===== src/rtl/flipflop_pkg.sv =====
// Shared definitions for the FlipFlop register-path blocks: state encodings
// and the counter width helper.
package flipflop_pkg;

  typedef enum logic {
    ST_IDLE  = 1'b0,
    ST_SHIFT = 1'b1
  } ff_state_e;

  // Bits needed to hold a bit index 0..width-1; never less than one bit.
  function automatic int cnt_width(input int width);
    return (width < 2) ? 1 : $clog2(width);
  endfunction

endpackage


===== src/rtl/piso_shift32_if.sv =====
// Load/stream bundle between a word producer and the serializer.
interface piso_shift32_if #(
  parameter int WIDTH = 32
);
  logic [WIDTH-1:0] d;
  logic             load_valid;
  logic             load_ready;
  logic             shift_en;
  logic             sout;
  logic             sout_valid;
  logic             done;

  modport master (
    output d, load_valid, shift_en,
    input  load_ready, sout, sout_valid, done
  );

  modport slave (
    input  d, load_valid, shift_en,
    output load_ready, sout, sout_valid, done
  );
endinterface


===== src/rtl/piso_shift32.sv =====
// Parallel-in/serial-out shifter: takes one word on a valid/ready load and
// streams it a bit per enabled clock, with zero-gap reload on the last bit.
//
//   state    | meaning
//   ST_IDLE  | no word held, ready for a load, sout_valid low
//   ST_SHIFT | presenting bit of the held word; cnt = bits left after this one
module piso_shift32
  import flipflop_pkg::*;
#(
  parameter int WIDTH     = 32,
  parameter bit MSB_FIRST = 1'b1
) (
  input logic         clk,
  input logic         reset_n,
  piso_shift32_if.slave bus
);

  localparam int CW = cnt_width(WIDTH);
  localparam logic [CW-1:0] CNT_MAX = CW'(WIDTH - 1);

  ff_state_e        state_q, state_d;
  logic [WIDTH-1:0] shreg_q, shreg_d;
  logic [CW-1:0]    cnt_q, cnt_d;
  logic             load_ready_c;
  logic             last_bit;

  assign last_bit = (cnt_q == '0);

  always_ff @(posedge clk) begin
    if (!reset_n) begin
      state_q <= ST_IDLE;
      shreg_q <= '0;
      cnt_q   <= '0;
    end else begin
      state_q <= state_d;
      shreg_q <= shreg_d;
      cnt_q   <= cnt_d;
    end
  end

  always_comb begin
    state_d      = state_q;
    shreg_d      = shreg_q;
    cnt_d        = cnt_q;
    load_ready_c = 1'b0;
    unique case (state_q)
      ST_IDLE: begin
        load_ready_c = 1'b1;
        if (bus.load_valid) begin
          state_d = ST_SHIFT;
          shreg_d = bus.d;
          cnt_d   = CNT_MAX;
        end
      end
      ST_SHIFT: begin
        load_ready_c = last_bit && bus.shift_en;
        if (bus.shift_en) begin
          if (load_ready_c && bus.load_valid) begin
            shreg_d = bus.d;
            cnt_d   = CNT_MAX;
          end else begin
            // After the final shift the register is all fill zeros again.
            shreg_d = MSB_FIRST ? {shreg_q[WIDTH-2:0], 1'b0}
                                : {1'b0, shreg_q[WIDTH-1:1]};
            if (last_bit) state_d = ST_IDLE;
            else          cnt_d   = cnt_q - CW'(1);
          end
        end
      end
      default: state_d = ST_IDLE;
    endcase
  end

  assign bus.load_ready = load_ready_c;
  assign bus.sout_valid = (state_q == ST_SHIFT);
  assign bus.sout       = bus.sout_valid &
                          (MSB_FIRST ? shreg_q[WIDTH-1] : shreg_q[0]);
  assign bus.done       = bus.sout_valid && last_bit;

endmodule


===== src/flat_wrapper.sv =====
// flat-port wrapper written by rule: the top's interface ports become plain ports
module piso_shift32_flat import flipflop_pkg::*;
#(
  parameter int WIDTH     = 32,
  parameter bit MSB_FIRST = 1'b1
)
  (clk, reset_n, bus_d, bus_load_valid, bus_shift_en, bus_load_ready, bus_sout, bus_sout_valid, bus_done);
  piso_shift32_if #(.WIDTH(WIDTH)) bus_i ();
  input logic clk;
  input logic reset_n;
  input wire logic [$bits(bus_i.d)-1:0] bus_d;
  input wire logic [$bits(bus_i.load_valid)-1:0] bus_load_valid;
  input wire logic [$bits(bus_i.shift_en)-1:0] bus_shift_en;
  output wire logic [$bits(bus_i.load_ready)-1:0] bus_load_ready;
  output wire logic [$bits(bus_i.sout)-1:0] bus_sout;
  output wire logic [$bits(bus_i.sout_valid)-1:0] bus_sout_valid;
  output wire logic [$bits(bus_i.done)-1:0] bus_done;
  assign bus_i.d = bus_d;
  assign bus_i.load_valid = bus_load_valid;
  assign bus_i.shift_en = bus_shift_en;
  assign bus_load_ready = bus_i.load_ready;
  assign bus_sout = bus_i.sout;
  assign bus_sout_valid = bus_i.sout_valid;
  assign bus_done = bus_i.done;
  piso_shift32 #(.WIDTH(WIDTH), .MSB_FIRST(MSB_FIRST)) u_core (.clk(clk), .reset_n(reset_n), .bus(bus_i));
endmodule

===== config.mk =====
export PLATFORM = sky130hd
export DESIGN_NAME = piso_shift32_flat
export DESIGN_NICKNAME = d
export VERILOG_FILES = /design/src/rtl/flipflop_pkg.sv /design/src/rtl/piso_shift32_if.sv /design/src/rtl/piso_shift32.sv /design/src/flat_wrapper.sv
export SDC_FILE = /design/constraint.sdc
export NUM_CORES = 1
export LEC_CHECK = 0
export CORE_ASPECT_RATIO = 0.8
export CORE_MARGIN = 2
export CORE_UTILIZATION = 54
export CTS_BUF_LIST = sky130_fd_sc_hd__clkbuf_8
export CTS_CLUSTER_DIAMETER = 30
export CTS_CLUSTER_SIZE = 30
export DETAILED_ROUTE_END_ITERATION = 12
export GPL_TIMING_DRIVEN = 0
export PLACE_DENSITY = 0.9
export RECOVER_POWER = 50
export SYNTH_ARGS = -nofsm -noshare
export SYNTH_HDL_FRONTEND = slang
export SYNTH_SLANG_ARGS = --single-unit

===== constraint.sdc =====
create_clock -name clk -period 2.1 [get_ports clk]
set_input_delay 0.525 -clock clk [delete_from_list [all_inputs] [get_ports clk]]
set_output_delay 0.525 -clock clk [all_outputs]
set_load 0.02 [all_outputs]

==> results.cfg <==
[sta]
maxSlewHeadroom_pct = 65.6
timing.fmax_mhz = 469
finalSetupTns_ns = -0.0311
rsz0062_at_grt = yes
setup_ws_ns = -0.0311
hold_viol = 0
fin_hold_ws_ns = 0.490
setup_violations = 1
period_needed_ns = 2.13
finalMaxSlewViolations = 0
post-route-period-util_pct = 101
skew_ns = 0.00537
worstMarginPinSlew_ns = 0.504

[layout]
mostFrequentLayoutCell = o21ai_1
final_cell_mix = o21ai_1, dfxtp_1, a21oi_1, clkdlybuf4s50_1, nor2b_1
nets = 349
design_area_um2 = 2730
fin_util_pct = 72.3
area_growth_syn_to_layout_pct = 29.4
drive_gt1_share_pct = 13.1
diodes = 0
fin_cells = 368

[floorplanning]
io_pins = 40
die-height_um = 59.9
die-area_um2 = 4430
fp-row-count = 20
die_w_um = 73.9
start_util_pct = 55.8
core_um2 = 3780

[setup_path]
cp_max_fo = 2
worstPathRequired_ns = 1.57
crit_arrival_ns = 1.61
endpoint_kind = output pin
start_kind = flop
path_class = reg2out

[clock_network]
cts-htree-levels = 2
clk_latency_ns = 0.29
clk_path_buf_depth = 2
hold_buffers = 0
clk_pin_slew_ns = 0.07
numCtsBuffers = 5
cts.root.buffer_cell = clkbuf_8
cts_num_sinks = 38
tritoncts = done

[global_route]
busiest_layer = met2
track_usage_pct = 27.7
grtUsageMet2_pct = 45.2
grt_max_degree = 12
grt_use_met1_pct = 37.0
antenna_found_initial = 0
overflow = 0
grt_pass1_vias = 2116
grt.met3_usage_pct = 5.23
grt_first_pass_wirelength_um = 9540

[routing]
vias = 2286
ant_nets = 0
drtPass1Iterations = 5
via_per_inst = 6.21
routed_wl_um = 5930
drc = 0
drtIter0Drc = 238
wire_per_inst_um = 16.1

[placement]
portBuffers = 37
dpl_cell_area_um2 = 2550
dp.cells = 353
dp_slack_ns = -0.432
dp_hpwl_um = 3810
gp_congestion = 0.845

[yosys]
yosys.area.top_type = dfxtp_1
syn_nets = 298
synth_cells = 261
synth_seq_cells = 38
yosysSeqAreaShare_pct = 36.1
avgSynthCellArea_um2 = 8.08
syn_area_um2 = 2110
yosys-top-cells-area = dfxtp_1, o21ai_1, o221ai_1
yosys_warnings = 0
post-synth-top-area-fraction_pct = 36.1
yosysUniqueCellTypes = 30

[pwr]
peakVddDrop_mv = 0.478
powerDensity_nw_per_um2 = 699
leakage_nw = 0.996
total_power_mw = 1.91

[status]
status = finished with violations
violations = setup timing

[flow_run]
maxCapViolations = 0

[worst_hold_path]
hold_class = reg2reg
==> path summary, 6_finish.rpt <==
| check | from | end | slack [ns] | depth (start not counted) |
|---|---|---|---|---|
| setup / recovery | u_core.cnt_q[0] | bus_load_ready | -0.03 | 5 |
| hold / removal | u_core.shreg_q[0] | u_core.shreg_q[0] | 0.49 | 2 |
| setup reg to reg | u_core.cnt_q[1] | u_core.shreg_q[9] | 0.24 | 9 |
| hold reg to reg | u_core.shreg_q[0] | u_core.shreg_q[0] | 0.49 | 2 |
==> state kept, by name, summed over array words and instances, names as in the netlist <==
| signal | count |
|---|---|
| u_core.cnt_q | 5 |
| u_core.bus.sout_valid | 1 |
| u_core.shreg_q | 32 |
==> where the power goes <==
group          switching (mW)  leakage (nW)  internal (mW)
sequential             0.0553         0.317          0.797
clock                   0.261        0.0524          0.260
combinational           0.277         0.627          0.258
==> routing by layer <==
metal | vias to the layer above | wire, um
met3 | 10 | 414
met1 | 1078 | 2570
met2 | 113 | 2840
met5 | - | 0
li1 | 1085 | -
met4 | 0 | 105
==> critical path: stages (launching register included) <==
cell and delay [ns]:
dfxtp_2 0.33, inv_2 0.06, ha_4 0.13, or4b_4 0.49
o21ai_4 0.16, buf_6 0.14
==> Yosys cell counts (all sizes together) <==
cell     number
o221ai       31
clkbuf       24
xor2          1
ha            1
buf           4
a21oi        34
a21boi        3
o211a         2
and2          2
o22ai         1
nor4b         1
or4b          1
o211ai        1
nor3          1
dfxtp        38
nand2         8
nor2          1
a2111oi       1
and3          1
nand2b        1
o221a         1
mux2          1
or4           1
o21ai        64
inv           5
nor2b        32
==> cells by family after synthesis <==
logic type	after synthesis	share of synthesized area [%]
AO/OA/AOI/OAI	138	40.6
AND/OR/NAND/NOR	49	13.8
flip-flops	38	36.1
buffers and inverters	33	7.95
XOR/XNOR	1	0.415
multiplexers	1	0.534
adder cells (fa/ha/maj)	1	0.593
==> cell type report <==
type	count	area, um2
buffer	27	145
clock buffer	6	82.6
sequential	38	764
tap	55	68.8
inverter	5	18.8
timing repair buffer	45	422
clock inverter	2	8.76
fill	307	1050
multi-input combinational	190	1220
==> what timing repair did <==
item	CTS	global route
resized for setup	25	3
pin swaps	2	2
endpoints found under the hold margin	0	0
endpoints found under the setup margin	3	3
buffers inserted	5	3
(Power assumes the default switching activity.)
